**config.mk**
```make
export PLATFORM = sky130hd
export DESIGN_NAME = mult_div_unit
export DESIGN_NICKNAME = d
export VERILOG_FILES = /design/src/rtl/mult_div_unit_pkg.sv /design/src/rtl/mdu_negate.sv /design/src/rtl/mult_div_unit.sv
export SDC_FILE = /design/constraint.sdc
export NUM_CORES = 1
export LEC_CHECK = 0
export CAP_MARGIN = 20
export CORE_UTILIZATION = 55
export DETAILED_ROUTE_END_ITERATION = 6
export PLACE_DENSITY = 0.79
export SLEW_MARGIN = 0
export SYNTH_ARGS = -nofsm -noshare
export SYNTH_HDL_FRONTEND = slang
export SYNTH_SLANG_ARGS = --single-unit
```
**constraint.sdc**
```tcl
create_clock -name clock -period 10.14 [get_ports clock]
set_input_delay 1.014 -clock clock [delete_from_list [all_inputs] [get_ports clock]]
set_output_delay 1.014 -clock clock [all_outputs]
set_load 0.05 [all_outputs]
```
**src/rtl/mult_div_unit_pkg.sv**
```systemverilog
// Shared encodings for the iterative multiply/divide unit.
package mult_div_unit_pkg;

  localparam logic [1:0] MDU_MULTU = 2'b00;
  localparam logic [1:0] MDU_MULT  = 2'b01;
  localparam logic [1:0] MDU_DIVU  = 2'b10;
  localparam logic [1:0] MDU_DIV   = 2'b11;

  typedef enum logic [1:0] {
    MDU_IDLE = 2'b00,
    MDU_CALC = 2'b01,
    MDU_SIGN = 2'b10
  } mdu_state_e;

endpackage

```
**src/rtl/mdu_negate.sv**
```systemverilog
// Conditional two's-complement of a W-bit value.
module mdu_negate #(
  parameter int unsigned W = 32
) (
  input  logic         en,
  input  logic [W-1:0] a,
  output logic [W-1:0] y
);

  assign y = en ? (~a + W'(1)) : a;

endmodule

```
**src/rtl/mult_div_unit.sv**
```systemverilog
// Iterative shift-add multiplier / restoring divider with HI/LO result registers.
// Optional macro MULT_DIV_EARLY_OUT_EN skips iteration for zero operands / zero divisor.
module mult_div_unit
  import mult_div_unit_pkg::*;
#(
  parameter int unsigned N = 32
) (
  input  logic         clock,
  input  logic         reset,
  input  logic         start,
  input  logic [1:0]   op,
  input  logic [N-1:0] inA,
  input  logic [N-1:0] inB,
  input  logic         hi_wen,
  input  logic         lo_wen,
  input  logic [N-1:0] wd,
  output logic         busy,
  output logic         done,
  output logic [N-1:0] hi,
  output logic [N-1:0] lo
);

  localparam int unsigned CW = $clog2(N);

  mdu_state_e     state_q, state_d;
  logic [CW-1:0]  cnt_q, cnt_d;
  logic           div_q, div_d;
  logic           psign_q, psign_d;  // product / quotient sign
  logic           rsign_q, rsign_d;  // remainder sign
  logic           divz_q, divz_d;
  logic [N-1:0]   mcand_q, mcand_d;  // multiplicand or divisor magnitude
  logic [N-1:0]   acc_hi_q, acc_hi_d;
  logic [N-1:0]   acc_lo_q, acc_lo_d;
  logic [N-1:0]   hi_q, hi_d;
  logic [N-1:0]   lo_q, lo_d;
  logic           done_q, done_d;

  logic [N-1:0]   abs_a, abs_b, rem_fix, quo_fix;
  logic [2*N-1:0] prod_fix;
  logic [N:0]     mul_sum, div_shift, div_diff;

  mdu_negate #(.W(N)) u_abs_a (.en(op[0] & inA[N-1]), .a(inA), .y(abs_a));
  mdu_negate #(.W(N)) u_abs_b (.en(op[0] & inB[N-1]), .a(inB), .y(abs_b));
  mdu_negate #(.W(2*N)) u_fix_prod (.en(psign_q), .a({acc_hi_q, acc_lo_q}), .y(prod_fix));
  mdu_negate #(.W(N)) u_fix_rem (.en(rsign_q), .a(acc_hi_q), .y(rem_fix));
  mdu_negate #(.W(N)) u_fix_quo (.en(psign_q), .a(acc_lo_q), .y(quo_fix));

  assign mul_sum   = {1'b0, acc_hi_q} + (acc_lo_q[0] ? {1'b0, mcand_q} : '0);
  assign div_shift = {acc_hi_q, acc_lo_q[N-1]};
  assign div_diff  = div_shift - {1'b0, mcand_q};

  always_comb begin
    state_d  = state_q;
    cnt_d    = cnt_q;
    div_d    = div_q;
    psign_d  = psign_q;
    rsign_d  = rsign_q;
    divz_d   = divz_q;
    mcand_d  = mcand_q;
    acc_hi_d = acc_hi_q;
    acc_lo_d = acc_lo_q;
    hi_d     = hi_q;
    lo_d     = lo_q;
    done_d   = 1'b0;
    case (state_q)
      MDU_IDLE: begin
        if (start) begin
          div_d    = op[1];
          psign_d  = op[0] & (inA[N-1] ^ inB[N-1]);
          rsign_d  = op[0] & inA[N-1];
          divz_d   = op[1] & (inB == '0);
          mcand_d  = op[1] ? abs_b : abs_a;
          acc_hi_d = '0;
          acc_lo_d = op[1] ? abs_a : abs_b;
          cnt_d    = '0;
          state_d  = MDU_CALC;
`ifdef MULT_DIV_EARLY_OUT_EN
          if (op[1] ? (inB == '0) : ((inA == '0) || (inB == '0))) begin
            // Load the already-known iteration result directly.
            acc_hi_d = op[1] ? abs_a : '0;
            acc_lo_d = '0;
            state_d  = MDU_SIGN;
          end
`endif
        end else begin
          if (hi_wen) hi_d = wd;
          if (lo_wen) lo_d = wd;
        end
      end
      MDU_CALC: begin
        if (div_q) begin
          if (!div_diff[N]) begin
            acc_hi_d = div_diff[N-1:0];
            acc_lo_d = {acc_lo_q[N-2:0], 1'b1};
          end else begin
            acc_hi_d = div_shift[N-1:0];
            acc_lo_d = {acc_lo_q[N-2:0], 1'b0};
          end
        end else begin
          acc_hi_d = mul_sum[N:1];
          acc_lo_d = {mul_sum[0], acc_lo_q[N-1:1]};
        end
        if (cnt_q == CW'(N - 1)) begin
          state_d = MDU_SIGN;
        end else begin
          cnt_d = cnt_q + CW'(1);
        end
      end
      MDU_SIGN: begin
        if (div_q) begin
          hi_d = rem_fix;
          lo_d = divz_q ? '1 : quo_fix;
        end else begin
          {hi_d, lo_d} = prod_fix;
        end
        done_d  = 1'b1;
        state_d = MDU_IDLE;
      end
      default: state_d = MDU_IDLE;
    endcase
  end

  always_ff @(posedge clock or negedge reset) begin
    if (!reset) begin
      state_q  <= MDU_IDLE;
      cnt_q    <= '0;
      div_q    <= 1'b0;
      psign_q  <= 1'b0;
      rsign_q  <= 1'b0;
      divz_q   <= 1'b0;
      mcand_q  <= '0;
      acc_hi_q <= '0;
      acc_lo_q <= '0;
      hi_q     <= '0;
      lo_q     <= '0;
      done_q   <= 1'b0;
    end else begin
      state_q  <= state_d;
      cnt_q    <= cnt_d;
      div_q    <= div_d;
      psign_q  <= psign_d;
      rsign_q  <= rsign_d;
      divz_q   <= divz_d;
      mcand_q  <= mcand_d;
      acc_hi_q <= acc_hi_d;
      acc_lo_q <= acc_lo_d;
      hi_q     <= hi_d;
      lo_q     <= lo_d;
      done_q   <= done_d;
    end
  end

  assign busy = (state_q != MDU_IDLE);
  assign done = done_q;
  assign hi   = hi_q;
  assign lo   = lo_q;

`ifndef SYNTHESIS
  always @(posedge clock) begin
    if (reset && busy && (hi_wen || lo_wen)) begin
      $display("mult_div_unit warning: HI/LO move ignored while busy at time %0t", $time);
    end
  end
`endif

endmodule

```
# ---- Yosys cells after proc, flatten, opt, wreduce, memory -nomap -nowiden
# Index checks and enable logic that the tools add are counted.
dict set report totals {
  regBits 172
  in_bits 103
  output_inout_bits 66
  elab_cells 82
}
dict set report classes {
  addsub 8
  eq_ne 9
  mux 32
  n_bitwise 10
  reduce_logical 11
}
# cell count
set ops {}
lappend ops {{32-bit two-way mux} 19}
lappend ops {{32-bit case mux with 2 select lines} 4}
lappend ops {{32-bit by 1-bit adder with 32-bit output (second input constant)} 4}
lappend ops {{32-bit inverter} 4}
lappend ops {{64-bit by 1-bit adder with 64-bit output (second input constant)} 1}
lappend ops {{64-bit two-way mux} 1}
lappend ops {{64-bit inverter} 1}
lappend ops {{32-bit by 32-bit adder with 33-bit output} 1}
lappend ops {{33-bit by 32-bit subtractor with 33-bit output} 1}
lappend ops {{32-bit zero test} 1}
lappend ops {{2-bit inequality test (second input constant)} 6}
lappend ops {{5-bit two-way mux} 2}
lappend ops {{5-bit case mux with 2 select lines} 1}
lappend ops {{3-bit AND reduction} 3}
lappend ops {{2-bit AND reduction} 3}
lappend ops {{2-bit nonzero test} 3}
lappend ops {{5-bit by 1-bit adder with 5-bit output (second input constant)} 1}
lappend ops {{5-bit == test (second input constant)} 1}
lappend ops {{1-bit bitwise AND} 4}
lappend ops {{2-bit two-way mux} 2}
lappend ops {{2-bit case mux with 2 select lines} 1}
lappend ops {{2-bit by 1-bit == test with 1-bit output (second input constant)} 1}
lappend ops {{2-bit == test (second input constant)} 1}
lappend ops {{2-bit zero test} 1}
lappend ops {{other kinds (2)} 3}

# ---- Longest topological paths before layout
dict set report depth {
  ltp_word 6
  depth_mapped 15
  mapped_depth_nobuf 14
}

# ---- Hierarchy
# From an unflattened synthesis, not the netlist that was laid out.
dict set report unflattened {
  hier_cells 2156
  area_unflattened_um2 17528.1
}
# module instances cells_each area_per_inst_um2 seq_area_each_um2
set by_module_without_submodules {}
lappend by_module_without_submodules {mult_div_unit 1 1554 12771.0 4304.1}
lappend by_module_without_submodules {{mdu_negate at u_abs_a ...} 4 99 777.0 0.0}
lappend by_module_without_submodules {{mdu_negate at u_fix_prod} 1 206 1649.1 0.0}

# ---- Worst setup path after synthesis
# No wires, ideal clock.
dict set report synth_timing {
  kind {input -> register}
  startpoint {in inA[4]}
  endpoint {reg acc_lo_q[28]}
  setup_time_ns 0.137
  arrival_ns 3.440
  required_ns 10.003
  setup_slack_ns 6.563
  path_stages 10
  path_buffers 0
  path_cell_list {nor4_1 > and2_1 > or4b_2 > o31ai_2 > a21boi_0 > o21ai_0 > xnor2_1 > nor2_1 > a211oi_1 > o22ai_1}
}
dict set report synth_between {
  elab_chain_cells 6
}
# item line_no
set synth_rtl {}
lappend synth_rtl {{from (decl)} mult_div_unit.sv:12} ;# input logic [N-1:0] inA,
lappend synth_rtl {{32-bit inverter} mdu_negate.sv:10} ;# assign y = en ? (~a + W'(1)) : a;
lappend synth_rtl {{32-bit by 1-bit adder with 32-bit output} mdu_negate.sv:10}
lappend synth_rtl {{32-bit two-way mux} mdu_negate.sv:10}
lappend synth_rtl {{32-bit two-way mux} mult_div_unit.sv:74} ;# acc_lo_d = op[1] ? abs_a : abs_b;
lappend synth_rtl {{32-bit two-way mux} mult_div_unit.sv:67} ;# if (start) begin
lappend synth_rtl {{32-bit case mux with 2 select lines} mult_div_unit.sv:65} ;# case (state_q)
lappend synth_rtl {{to (signal assigned)} mult_div_unit.sv:146} ;# acc_lo_q <= acc_lo_d;
lappend synth_rtl {{to (decl)} mult_div_unit.sv:33} ;# logic [N-1:0] acc_lo_q, acc_lo_d;
# No other way between the ends. The select of a mux whose other input is x is not followed.
# A chain may end at the register's enable or synchronous reset.

# ---- Worst setup path in the final report
dict set report layout_timing {
  startpoint {reg acc_lo_q[31]}
  endpoint {reg acc_hi_q[15]}
}
dict set report layout_between {
  elab_chain_cells 4
}
# item line_no
set layout_rtl {}
lappend layout_rtl {{33-bit by 32-bit subtractor with 33-bit output} mult_div_unit.sv:50} ;# assign div_diff = div_shift - {1'b0, mcand_q};
lappend layout_rtl {{32-bit two-way mux} mult_div_unit.sv:92} ;# if (!div_diff[N]) begin
lappend layout_rtl {{32-bit two-way mux} mult_div_unit.sv:91} ;# if (div_q) begin
lappend layout_rtl {{32-bit case mux with 2 select lines} mult_div_unit.sv:65}
lappend layout_rtl {{to (signal assigned)} mult_div_unit.sv:145} ;# acc_hi_q <= acc_hi_d;
lappend layout_rtl {{to (decl)} mult_div_unit.sv:32} ;# logic [N-1:0] acc_hi_q, acc_hi_d;
# No other way between the ends.

==> impl_metrics.env <==
export IMPL_run_status="finished, final reports clean"
export IMPL_synth_seq_cells=172
export IMPL_stdcell_count=2261
export IMPL_viasPerCell=6.34
export IMPL_htree_levels=4
export IMPL_grt_ovfl_total=0
export IMPL_final_hold_viol_count=0
export IMPL_slew_headroom=0.262
export IMPL_final_layout_size_suffix_gt1_frac=0.0457
export IMPL_final_max_slew_violation_count=0
export IMPL_insertion_delay_ns=0.45
export IMPL_critical_path_top_delay_family="compound AO/OA/AOI/OAI gates"
export IMPL_grt_pass1_wl_mm=72.5
export IMPL_gp_congestion=0.986
export IMPL_avgSynthCellArea_sq_um=7.99
export IMPL_grt_pass1_vias=13200
export IMPL_cts_tree="built"
export IMPL_async_flop_share=1.00
export IMPL_dpl_cell_count=2229
export IMPL_ioPinCount=169
export IMPL_clk_pin_slew_worst_paths_ns=0.08
export IMPL_peakVddDrop_mv=0.252
export IMPL_period_share=0.470
export IMPL_p_switching_uw=3550
export IMPL_ctsHoldBuffers=0
export IMPL_via_count=14300
export IMPL_synth_edf_count=0
export IMPL_die_w_microns=165
export IMPL_pwr_share_comb=0.670
export IMPL_synth_distinct_cells=70
export IMPL_die_y_microns=165
export IMPL_power_density_nw_per_um2=395
export IMPL_start_kind="flop"
export IMPL_maxCapViolCount=0
export IMPL_area_delta_synth_final_pct=16.8
export IMPL_crit_fanout=31
export IMPL_syn_num_nets=1996
export IMPL_initial_utilization=0.560
export IMPL_p_int_uw=3160
export IMPL_p_leak_uw=0.00701
export IMPL_fin_skew_ns=0.0164
export IMPL_switching_share=0.529
export IMPL_drt_wirelength_per_cell_microns=20.7
export IMPL_synthFlopType="dfrtp_1"
export IMPL_max_freq_mhz=210
export IMPL_dpl_cell_area_sq_um=16400
export IMPL_cts_num_sinks=172
export IMPL_tightest_slew_ns=1.11
export IMPL_final_common_cell="dfrtp_1"
export IMPL_hpwl_mm=35.3
export IMPL_busiest_layer="met2"
export IMPL_grt_usage=0.346
export IMPL_synth_cells=1821
export IMPL_rsz0062_at_grt="false"
export IMPL_slowest_delay_ns=0.75
export IMPL_worstPathCellList="inv_1 > ha_1 > fa_1 > nor2b_1 > o31ai_1 > a22oi_1 > a31oi_1 > o32ai_1 > o21ai_1 > xor2_4 > buf_4 > nor2_1 > a21oi_1 > o221ai_1"
export IMPL_worst_hold_slack_ns=0.484
export IMPL_antenna_cells=0
export IMPL_drt_iter0_drc=1601
export IMPL_use_met2=0.550
export IMPL_design_area_sq_um=17000
export IMPL_fin_crit_ns=4.77
export IMPL_fp_dieArea_sq_um=27100
export IMPL_core_sq_um=26000
export IMPL_port_buffers=168
export IMPL_grt_max_degree=114
export IMPL_seqPwrFrac=0.228
export IMPL_setup_violations=0
export IMPL_crit_type="flop to flop"
export IMPL_wl_mm=46.7
export IMPL_nets=2088
export IMPL_arrival_ns=5.06
export IMPL_clockRootBuffer="clkbuf_16"
export IMPL_syn_area_sq_um=14500
export IMPL_grt_use_met1=0.476
export IMPL_hp_class="flop to flop"
export IMPL_ys_warn_count=0
export IMPL_slowest_stage="xor2_4"
export IMPL_core_rowCount=59
export IMPL_drt_pre_antenna_iters=5
export IMPL_crit_buf_inv=2
export IMPL_clock_path_buffers=2
export IMPL_post_cts_setup_buffer_count=0
export IMPL_final_core_util=0.654
export IMPL_mostFrequentLayoutCells="dfrtp_1, o21ai_0, clkdlybuf4s50_1"
export IMPL_antenna_left=0
export IMPL_final_setup_tns_ns=0
export IMPL_cts_inserted_buffers=17
export IMPL_cts_resized_gates=0
export IMPL_end_kind="flop"
export IMPL_use_met3=0.0399
export IMPL_fill_cells=2260
export IMPL_antenna_found_initial=0
export IMPL_clkPwrFrac=0.102
export IMPL_crit_required_ns=10.44
export IMPL_yosysSeqAreaShare=0.296
export IMPL_remaining_drc_errors=0
[final cells by class]
type / count / area [sq um] / share of cell area
clock buffers: 17 / 425 / 0.0250
clock inverters: 15 / 193 / 0.0113
inverters: 66 / 248 / 0.0146
multi-input cells: 1472 / 9610 / 0.565
flip-flops and latches: 172 / 4310 / 0.253
well taps: 335 / 419 / 0.0247
repair buffers: 184 / 1800 / 0.106
[cells in the mapped netlist (4+ instances only)]
master | instances | share of area
dfrtp_1 | 172 | 0.30
o21ai_0 | 170 | 0.058
a21oi_1 | 163 | 0.056
nor2_1 | 163 | 0.042
nand2_1 | 161 | 0.042
xor2_1 | 95 | 0.057
clkbuf_1 | 89 | 0.023
xnor2_1 | 77 | 0.046
ha_1 | 70 | 0.060
mux2i_1 | 67 | 0.046
inv_1 | 66 | 0.017
a211oi_1 | 53 | 0.027
nor3_1 | 35 | 0.012
a21o_1 | 32 | 0.017
nand3_1 | 29 | 0.010
o21ai_1 | 29 | 0.010
o22ai_1 | 23 | 0.0099
a22oi_1 | 22 | 0.011
o31ai_1 | 22 | 0.011
a221o_1 | 18 | 0.012
a31oi_1 | 17 | 0.0073
o211ai_1 | 17 | 0.0088
nor4_1 | 16 | 0.0069
nor2b_1 | 15 | 0.0065
buf_1 | 14 | 0.0036
or4_1 | 14 | 0.0072
and3_1 | 13 | 0.0056
o21a_1 | 13 | 0.0067
or3_1 | 12 | 0.0052
and2_1 | 11 | 0.0047
nand2b_1 | 11 | 0.0047
o21bai_1 | 10 | 0.0052
o41ai_1 | 10 | 0.0060
buf_2 | 8 | 0.0028
o221ai_1 | 6 | 0.0036
a21boi_0 | 5 | 0.0026
mux2_2 | 5 | 0.0039
o31a_1 | 5 | 0.0030
or2_2 | 5 | 0.0022
a311oi_1 | 4 | 0.0024
nand4_1 | 4 | 0.0017
nor3b_1 | 4 | 0.0021
or4_4 | 4 | 0.0031
[path summary, 6_finish.rpt]
path,start,end,slack [ns],cells past startpoint
max,acc_lo_q[31],acc_hi_q[15],5.37,14
min,lo[7],lo[7],0.48,2
max reg2reg,acc_lo_q[31],acc_hi_q[15],5.37,14
min reg2reg,lo[7],lo[7],0.48,2
max in group asynchronous,reset,div_q,7.61,3
min in group asynchronous,reset,hi[19],0.59,1
[power groups by stage]
stage | clock, uW | sequential (uW) | combinational (uW)
2_1_floorplan | 0 | 1750 | 2980
3_3_place_gp | 0 | 1500 | 4330
3_5_place_dp | 0 | 1520 | 4410
4_1_cts | 688 | 1510 | 4430
5_1_grt | 715 | 1560 | 4920
6_report | 687 | 1530 | 4500
[registers in the layout, indices dropped and copies added (netlist names)]
signal,cells
div_q,1
state_q,2
done,1
rsign_q,1
acc_lo_q,32
psign_q,1
mcand_q,32
divz_q,1
cnt_q,5
lo,32
acc_hi_q,32
hi,32
[per-layer routing]
layer  wire length (microns)  vias to the layer above
met5                       0                        -
met4                    1860                        0
met3                    3300                       99
met2                   20900                      620
met1                   20600                     6792
li1                        -                     6821
[tightest hold or removal path, cell delays in order, from the launching register on]
cell and delay (ns):
dfrtp_1 0.35, nand2_1 0.05, o21ai_0 0.06
[per-stage QoR]
step / setup slack (ns) / power (uW)
after CTS: 5.46 / 6620
after floorplan: 6.56 / 4730
after global placement: 5.54 / 5830
after global routing: 5.06 / 7200
after detailed placement: 5.48 / 5920
final: 5.37 / 6710
[kinds of logic (layout without fill, tap and decap cells)]
family                   after synthesis  in the layout  share of synthesized area
AO/OA/AOI/OAI                        645            645                      0.276
XOR/XNOR                             172            172                      0.104
adder cells (fa/ha/maj)               72             72                     0.0630
flip-flops                           172            172                      0.296
AND/OR/NAND/NOR                      511            511                      0.165
buffers and inverters                177            282                     0.0464
multiplexers                          72             72                     0.0500
Power figures use the tool's default switching activity.
